File: config.mk
export PLATFORM = sky130hd
export DESIGN_NAME = seq_alu_flat
export DESIGN_NICKNAME = d
export VERILOG_FILES = /design/src/rtl/seq_alu_if.sv /design/src/rtl/seq_alu.sv /design/src/flat_wrapper.sv
export SDC_FILE = /design/constraint.sdc
export NUM_CORES = 1
export LEC_CHECK = 0
export ABC_AREA = 1
export CORE_ASPECT_RATIO = 0.75
export CORE_UTILIZATION = 58
export CTS_BUF_LIST = sky130_fd_sc_hd__clkbuf_2
export DETAILED_ROUTE_END_ITERATION = 12
export PLACE_DENSITY = 0.79
export SLEW_MARGIN = 30
export SYNTH_ARGS = -nofsm -noshare
export SYNTH_HDL_FRONTEND = slang
export SYNTH_SLANG_ARGS = --single-unit
File: constraint.sdc
create_clock -name clk -period 2.5 [get_ports clk]
set_input_delay 0.5 -clock clk [delete_from_list [all_inputs] [get_ports clk]]
set_output_delay 0.5 -clock clk [all_outputs]
set_load 0.02 [all_outputs]
File: src/rtl/seq_alu_if.sv
// Request/response bundle for seq_alu: operands and opcode in, registered result and flags out.
interface seq_alu_if #(
  parameter int WIDTH = 4
);
  logic             start;
  logic [WIDTH-1:0] a;
  logic [WIDTH-1:0] b;
  logic [2:0]       operation;
  logic [WIDTH-1:0] result;
  logic [WIDTH-1:0] result_hi;
  logic             carry;
  logic             overflow;
  logic             zero;
  logic             negative;
  logic             busy;
  logic             done;

  modport master (
    output start, a, b, operation,
    input  result, result_hi, carry, overflow, zero, negative, busy, done
  );

  modport slave (
    input  start, a, b, operation,
    output result, result_hi, carry, overflow, zero, negative, busy, done
  );
endinterface

File: src/rtl/seq_alu.sv
// Registered ALU with start/busy/done handshake; single-cycle logic/arith ops and a
// WIDTH-cycle shift-add unsigned multiplier producing a 2*WIDTH-bit product.
module seq_alu #(
  parameter int WIDTH = 4
) (
  input  logic      clk,
  input  logic      rst,
  seq_alu_if.slave  bus
);
  localparam int CW = $clog2(WIDTH);

  localparam logic [2:0] OP_AND  = 3'b000;
  localparam logic [2:0] OP_OR   = 3'b001;
  localparam logic [2:0] OP_ADD  = 3'b010;
  localparam logic [2:0] OP_SUB  = 3'b011;
  localparam logic [2:0] OP_XOR  = 3'b100;
  localparam logic [2:0] OP_SHL  = 3'b101;
  localparam logic [2:0] OP_SLTU = 3'b110;
  localparam logic [2:0] OP_MUL  = 3'b111;

  typedef enum logic {S_IDLE, S_MULT} state_e;

  state_e                 state_q, state_d;
  logic [2*WIDTH-1:0]     acc_q, acc_d;
  logic [2*WIDTH-1:0]     mcand_q, mcand_d;
  logic [WIDTH-1:0]       mplier_q, mplier_d;
  logic [CW-1:0]          cnt_q, cnt_d;
  logic [WIDTH-1:0]       result_q, result_d;
  logic [WIDTH-1:0]       result_hi_q, result_hi_d;
  logic                   carry_q, carry_d;
  logic                   overflow_q, overflow_d;
  logic                   zero_q, zero_d;
  logic                   negative_q, negative_d;
  logic                   busy_q, busy_d;
  logic                   done_q, done_d;

  logic                   accept;
  logic                   mul_last;
  logic [WIDTH:0]         sum;
  logic [WIDTH-1:0]       diff;
  logic                   lt;
  logic [WIDTH-1:0]       alu_res;
  logic                   alu_c;
  logic                   alu_v;
  logic [2*WIDTH-1:0]     prod;

  assign accept   = (state_q == S_IDLE) && bus.start;
  assign mul_last = (state_q == S_MULT) && (cnt_q == CW'(WIDTH-1));

  // State register
  always_ff @(posedge clk) begin
    if (rst) state_q <= S_IDLE;
    else     state_q <= state_d;
  end

  // Next-state logic
  always_comb begin
    state_d = state_q;
    case (state_q)
      S_IDLE: if (accept && bus.operation == OP_MUL) state_d = S_MULT;
      S_MULT: if (mul_last) state_d = S_IDLE;
      default: state_d = S_IDLE;
    endcase
  end

  // Single-cycle datapath works straight off the inputs sampled at the accept edge
  always_comb begin
    sum     = {1'b0, bus.a} + {1'b0, bus.b};
    diff    = bus.a - bus.b;
    lt      = bus.a < bus.b;
    alu_res = '0;
    alu_c   = 1'b0;
    alu_v   = 1'b0;
    case (bus.operation)
      OP_AND:  alu_res = bus.a & bus.b;
      OP_OR:   alu_res = bus.a | bus.b;
      OP_ADD: begin
        alu_res = sum[WIDTH-1:0];
        alu_c   = sum[WIDTH];
        alu_v   = (bus.a[WIDTH-1] == bus.b[WIDTH-1]) && (sum[WIDTH-1] != bus.a[WIDTH-1]);
      end
      OP_SUB: begin
        alu_res = diff;
        alu_c   = lt;
        alu_v   = (bus.a[WIDTH-1] != bus.b[WIDTH-1]) && (diff[WIDTH-1] != bus.a[WIDTH-1]);
      end
      OP_XOR:  alu_res = bus.a ^ bus.b;
      OP_SHL: begin
        alu_res = {bus.a[WIDTH-2:0], 1'b0};
        alu_c   = bus.a[WIDTH-1];
      end
      OP_SLTU: alu_res = {{(WIDTH-1){1'b0}}, lt};
      default: alu_res = '0;
    endcase
  end

  // Output / datapath next-state
  always_comb begin
    acc_d       = acc_q;
    mcand_d     = mcand_q;
    mplier_d    = mplier_q;
    cnt_d       = cnt_q;
    result_d    = result_q;
    result_hi_d = result_hi_q;
    carry_d     = carry_q;
    overflow_d  = overflow_q;
    zero_d      = zero_q;
    negative_d  = negative_q;
    done_d      = 1'b0;
    busy_d      = (state_d == S_MULT);
    prod        = acc_q + (mplier_q[0] ? mcand_q : '0);
    case (state_q)
      S_IDLE: begin
        if (accept) begin
          if (bus.operation == OP_MUL) begin
            acc_d    = '0;
            mcand_d  = {{WIDTH{1'b0}}, bus.a};
            mplier_d = bus.b;
            cnt_d    = '0;
          end else begin
            result_d    = alu_res;
            result_hi_d = '0;
            carry_d     = alu_c;
            overflow_d  = alu_v;
            zero_d      = (alu_res == '0);
            negative_d  = alu_res[WIDTH-1];
            done_d      = 1'b1;
          end
        end
      end
      S_MULT: begin
        acc_d    = prod;
        mcand_d  = mcand_q << 1;
        mplier_d = mplier_q >> 1;
        cnt_d    = cnt_q + CW'(1);
        // Visible outputs only move on the final bit, so they hold during MULT
        if (mul_last) begin
          result_d    = prod[WIDTH-1:0];
          result_hi_d = prod[2*WIDTH-1:WIDTH];
          carry_d     = |prod[2*WIDTH-1:WIDTH];
          overflow_d  = 1'b0;
          zero_d      = (prod == '0);
          negative_d  = prod[WIDTH-1];
          done_d      = 1'b1;
        end
      end
      default: ;
    endcase
  end

  always_ff @(posedge clk) begin
    if (rst) begin
      acc_q       <= '0;
      mcand_q     <= '0;
      mplier_q    <= '0;
      cnt_q       <= '0;
      result_q    <= '0;
      result_hi_q <= '0;
      carry_q     <= 1'b0;
      overflow_q  <= 1'b0;
      zero_q      <= 1'b0;
      negative_q  <= 1'b0;
      busy_q      <= 1'b0;
      done_q      <= 1'b0;
    end else begin
      acc_q       <= acc_d;
      mcand_q     <= mcand_d;
      mplier_q    <= mplier_d;
      cnt_q       <= cnt_d;
      result_q    <= result_d;
      result_hi_q <= result_hi_d;
      carry_q     <= carry_d;
      overflow_q  <= overflow_d;
      zero_q      <= zero_d;
      negative_q  <= negative_d;
      busy_q      <= busy_d;
      done_q      <= done_d;
    end
  end

  assign bus.result    = result_q;
  assign bus.result_hi = result_hi_q;
  assign bus.carry     = carry_q;
  assign bus.overflow  = overflow_q;
  assign bus.zero      = zero_q;
  assign bus.negative  = negative_q;
  assign bus.busy      = busy_q;
  assign bus.done      = done_q;
endmodule

File: src/flat_wrapper.sv
// flat-port wrapper written by rule: the top's interface ports become plain ports
module seq_alu_flat 
#(
  parameter int WIDTH = 4
)
  (clk, rst, bus_start, bus_a, bus_b, bus_operation, bus_result, bus_result_hi, bus_carry, bus_overflow, bus_zero, bus_negative, bus_busy, bus_done);
  seq_alu_if #(.WIDTH(WIDTH)) bus_i ();
  input  logic clk;
  input  logic rst;
  input wire logic [$bits(bus_i.start)-1:0] bus_start;
  input wire logic [$bits(bus_i.a)-1:0] bus_a;
  input wire logic [$bits(bus_i.b)-1:0] bus_b;
  input wire logic [$bits(bus_i.operation)-1:0] bus_operation;
  output wire logic [$bits(bus_i.result)-1:0] bus_result;
  output wire logic [$bits(bus_i.result_hi)-1:0] bus_result_hi;
  output wire logic [$bits(bus_i.carry)-1:0] bus_carry;
  output wire logic [$bits(bus_i.overflow)-1:0] bus_overflow;
  output wire logic [$bits(bus_i.zero)-1:0] bus_zero;
  output wire logic [$bits(bus_i.negative)-1:0] bus_negative;
  output wire logic [$bits(bus_i.busy)-1:0] bus_busy;
  output wire logic [$bits(bus_i.done)-1:0] bus_done;
  assign bus_i.start = bus_start;
  assign bus_i.a = bus_a;
  assign bus_i.b = bus_b;
  assign bus_i.operation = bus_operation;
  assign bus_result = bus_i.result;
  assign bus_result_hi = bus_i.result_hi;
  assign bus_carry = bus_i.carry;
  assign bus_overflow = bus_i.overflow;
  assign bus_zero = bus_i.zero;
  assign bus_negative = bus_i.negative;
  assign bus_busy = bus_i.busy;
  assign bus_done = bus_i.done;
  seq_alu #(.WIDTH(WIDTH)) u_core (.clk(clk), .rst(rst), .bus(bus_i));
endmodule
Word level (Yosys, flattened, before mapping). Cells that the tools add are included.

$add $sub $neg: 4. $lt $le $gt $ge: 1. Eq/ne operators: 16. Muxes and demuxes: 47. Bitwise gates (word level): 4. Reductions and logical operators: 11.

Operators by type and width (count): 2-to-1 mux 8 bit (5); 2-to-1 mux 4 bit (8); one-hot mux 8 bit (2 select lines) (2); one-hot mux 4 bit (7 select lines) (1); one-hot mux 4 bit (2 select lines) (3); 2-to-1 mux 1 bit (17); one-hot mux 1 bit (2 select lines) (7); == test 3 bit, second input constant (4); adder 8 bit (1); logical NOT 8 bit (1); == test 3 x 2 -> 1 bit, second input constant (2); != test 2 bit, second input constant (3); adder 4 x 4 -> 5 bit (1); logical AND 1 bit (5); AND 4 bit (1); logical NOT 4 bit (1); < comparator 4 bit (1); 2-to-1 mux 2 bit (2); OR 4 bit (1); one-hot mux 2 bit (2 select lines) (1); OR reduction 4 bit (1); subtractor 4 bit (1); XOR 4 bit (1); == test 3 x 1 -> 1 bit, second input constant (1); 10 further kinds (12).

Register bits after elaboration: 36. Input port bits: 14. Output and inout bits: 14. Logic and storage cells: 95.

Longest topological paths before layout.
Depth after elaboration: 7. Mapped depth: 16. Mapped depth without buffers: 16.

Worst setup path before layout. OpenSTA, ideal clock, no wires.

Kind: register to register. Start: register u_core.mplier_q[0]. End: register u_core.zero_q, in the netlist u_core.bus.zero. Setup time: 0.056 ns. Data arrival time: 1.814 ns. Required time: 2.444 ns. Setup slack: 0.630 ns. Cell stages (with the launch flop): 14. Buffers on the path: 1. Cell sequence: dfxtp_1 > buf_2 > nand2_1 > inv_1 > ha_1 > fa_1 > xor2_1 > nor2_1 > nand2_1 > nor2_1 > nand3_1 > nand3_1 > nand2_1 > inv_1.

Cells in the longest elaborated chain, start to end: 5.

Ends and longest elaborated chain: start, declared (line seq_alu.sv:26) `logic [WIDTH-1:0] mplier_q, mplier_d;`; start signal, assigned (line seq_alu.sv:168) `mplier_q <= mplier_d;`; 2-to-1 mux 8 bit (line seq_alu.sv:111) `prod = acc_q + (mplier_q[0] ? mcand_q : '0);`; adder 8 bit (line seq_alu.sv:111); logical NOT 8 bit (line seq_alu.sv:142) `zero_d = (prod == '0);`; 2-to-1 mux 1 bit (line seq_alu.sv:137) `if (mul_last) begin`; one-hot mux 1 bit (2 select lines) (line seq_alu.sv:112) `case (state_q)`; end signal, assigned (line seq_alu.sv:174) `zero_q <= zero_d;`; end, declared (line seq_alu.sv:32) `logic zero_q, zero_d;`.

Every way passes these cells. The select of a mux whose other input is x is not followed. A chain may end at the register's enable or synchronous reset.

Final worst setup path. Ends and elaborated chain as after synthesis.

==> summary.txt <==
Yosys
  • Asr flop ratio synth: 0%
  • Avg Synthesized Cell Area: approximately 6.6 sq um
  • Post-synthesis sequential area ratio: between 20% and 30%
  • #FFs+latches synth: 35
  • Yosys top cell by area: dfxtp_1
  • Share of the synthesized area in the top cell type: between 20% and 30%
  • Synth Area in Simple Gates: 35.8%
  • Synth top area cells: dfxtp_1 28%, nand2_1 18%, ha_1 10%
  • Post-Synth Adder-Cell Area: ~13%
  • Mapped Nets: roughly 410
  • Multiplexer area fraction after synthesis: 0%
  • Synth Cell Area: between 2000 and 2500 sq um
  • Most used DFF post-synth: dfxtp_1
  • Ys Warns: 0
  • Library cells used by synthesis: 31
  • Synth Area in XOR/XNOR: under 10%
  • Post-Syn Instances: between 300 and 400
  • Post-synth EDFFs: 0
  • Compound-gate portion of the synthesized area: just over 10%
  • Main combinational cell family by area after synthesis: simple AND/OR/NAND/NOR gates

Drt
  • DR WL met2: roughly 2.6 mm
  • Total wire length: ~6.2 mm
  • Met3 routed WL: around 520 microns
  • Detailed Routing Iterations Pass 1: 4
  • DR WL/cell: around 13 microns
  • M1 wire length: approximately 3 mm
  • Vias/cell: 5.32
  • Vias: 2488
  • Routed Antenna Nets: 0
  • DRC Markers: 0
  • Max Used Layer: met4
  • Iteration-0 DRC Markers: 167

Layout
  • Area Growth Syn to Fin: 17.6%
  • Non-filler cells, final: between 400 and 500
  • Layout Nets: between 400 and 500
  • Layout cells sized above 1: under 10%
  • N_diodes: 0

Floorplan
  • I/O pin cnt: 28
  • Die Width: between 70 and 80 microns
  • Die Y: 58.5 microns
  • CORE AREA: just over 4000 sq um
  • Die Area: 4530 sq um
  • Standard-cell rows: 20
  • Initial core utilization: between 60% and 70%

STA
  • Tcrit/Tclk final: between 80% and 90%
  • RSZ-0062 raised after global routing: no
  • Slew of the pin with the lowest slew margin: ~940 ps
  • Clock Skews: slightly below 30 ps
  • Final worst slack: approximately 340 ps
  • Min Tclk post-route: between 2000 and 2500 ps
  • Peak Freq: ~460 MHz
  • Max-slew violation count: 0
  • Final Setup Violations: 0
  • Slew HR: 37.5%
  • Hold slack: about 470 ps
  • Final setup TNS: 0 ps
  • Hold Vio Cnt, Final: 0

Hold path
  • Hold Path Class: flip-flop to flip-flop
  • Hold path start: u_core.bus.carry$_SDFFE_PP0P_

Global routing
  • Initial antenna violation count: 0
  • Vias in the first global route: about 2200
  • GRT overflow: 0
  • Maximum number of pins on one net before global-route repair: 25
  • Overall Global Routing Usage: between 30% and 40%
  • First-pass GRT wire length: between 10 and 15 mm

Power
  • Power Density: just under 400 nW/um^2
  • VDD IR-drop max: about 0.27 mV
  • Leakage: around 1.4 nW
  • Total Power: ~1.1 mW

Worst setup path
  • RR Startpoint: u_core.mplier_q[0]$_SDFFE_PP0P_
  • Flop2flop setup slack: approximately 340 ps
  • Endpoint type of the worst setup path: flip-flop
  • Max FO, Critical Path: 10
  • Critical path required time: roughly 2900 ps
  • Data arrival time of the critical path: about 2500 ps
  • Crit Path Class: flip-flop to flip-flop
  • CP startpoint: u_core.mplier_q[0]$_SDFFE_PP0P_
  • Setup crit start kind: flip-flop

Status
  • Status: finished, final reports clean

Clock network
  • Worst-path clk slew: about 200 ps
  • Post-CTS Setup Inserts: 0
  • Cts hold-fix bufs: 0
  • Insertion delay to the later sink of the worst-skew pair: approximately 410 ps
  • CTS H-Tree Depth: 2
  • Cells resized by post-CTS repair: 0
  • CTS buffer count: 5
  • CTS tree: yes
  • CTS max path bufs: 2
  • CTS root buf: clkbuf_2
  • CTS sink cnt: 35

Placement
  • Place WS: -48.6 ps
  • # placed instances: between 400 and 500
  • PortBufs: 27
  • DP HPWL: roughly 5.0 mm
  • GP Congestion: roughly 0.97

Run
  • Max Cap Viol: 0
logic make-up after synthesis:
kind of cell               count (synthesis)
AOI/OAI and AO/OA                         47
xor gates and xnor gates                   5
adders and majority gates                 23
buffers and inverters                     66
DFF                                       35
and+or+nand+nor                          198
cell type report:
type | instances | area [sq um]
inverter | 52 | 195
clock inverter | 2 | 12.5
tap | 55 | 68.8
timing repair buffer | 45 | 405
clock buffer | 6 | 30.0
multi-input combinational | 273 | 1500
fill | 360 | 1170
sequential | 35 | 701
layer usage:
layer | up-vias | GRT usage [%]
li1 | 1276 | -
met5 | - | 0
met1 | 1108 | 43.5
met2 | 98 | 46.0
met3 | 6 | 9.61
met4 | 0 | 6.47
power breakdown:
part	total (mW)	switching, mW	internal, mW
logic	0.281	0.167	0.115
registers	0.582	0.00871	0.574
clock network	0.269	0.198	0.0711
synth_stat cells, drive strengths merged, types with 2 or more instances:
master / number
nand3: 38
fa: 3
nand3b: 3
nand2: 120
nand4: 7
inv: 52
o21ai: 14
dfxtp: 35
xor2: 4
ha: 20
nor2: 27
a31oi: 8
clkbuf: 4
nor3: 2
a21oi: 23
buf: 10
placed cells by master, fill, tap and decap left out, types with 2 or more instances in the layout:
cell type	n
xor2_1	4
nor2_1	21
clkbuf_2	6
nand2_1	119
clkdlybuf4s50_1	27
nor2_4	3
inv_2	5
fa_1	3
ha_1	20
dfxtp_1	35
nand4_1	7
nor2_2	2
nand3_1	37
inv_1	47
a31oi_1	8
buf_4	18
nand3b_1	3
o21ai_0	13
a21oi_1	22
flip-flops by register name (all words and copies together), names as in the netlist, 2 cells and up:
name                  cells
u_core.acc_q              8
u_core.bus.result         3
u_core.bus.result_hi      4
u_core.cnt_q              2
u_core.mcand_q            8
u_core.mplier_q           4
stage by stage:
| stage | util, % | cell area (sq um) |
|---|---|---|
| final | 71.3 | 2910 |
| after detailed placement | 70.2 | 2870 |
| after CTS | 71.3 | 2910 |
| after floorplan | - | 2470 |
| after global placement | 70.2 | 2870 |
| after global routing | 71.3 | 2910 |
worst paths after layout:
| check | endpoint | cells past startpoint |
|---|---|---|
| hold reg to reg | u_core.bus.carry$_SDFFE_PP0P_ | 2 |
| hold / removal | u_core.bus.carry$_SDFFE_PP0P_ | 2 |
| setup / recovery | u_core.bus.zero$_SDFFE_PP0P_ | 12 |
| setup reg to reg | u_core.bus.zero$_SDFFE_PP0P_ | 12 |
worst max-delay path, cell delays in order, from the launching register on:
cell,delay (ps)
dfxtp_1,430
nand2_1,110
inv_1,50
ha_1,220
fa_1,430
xor2_1,180
nor2_1,240
nand2_1,80
nor2_1,120
nand3_1,110
nand3_1,80
nand2_1,60
inv_1,50
(Power assumes the default switching activity.)
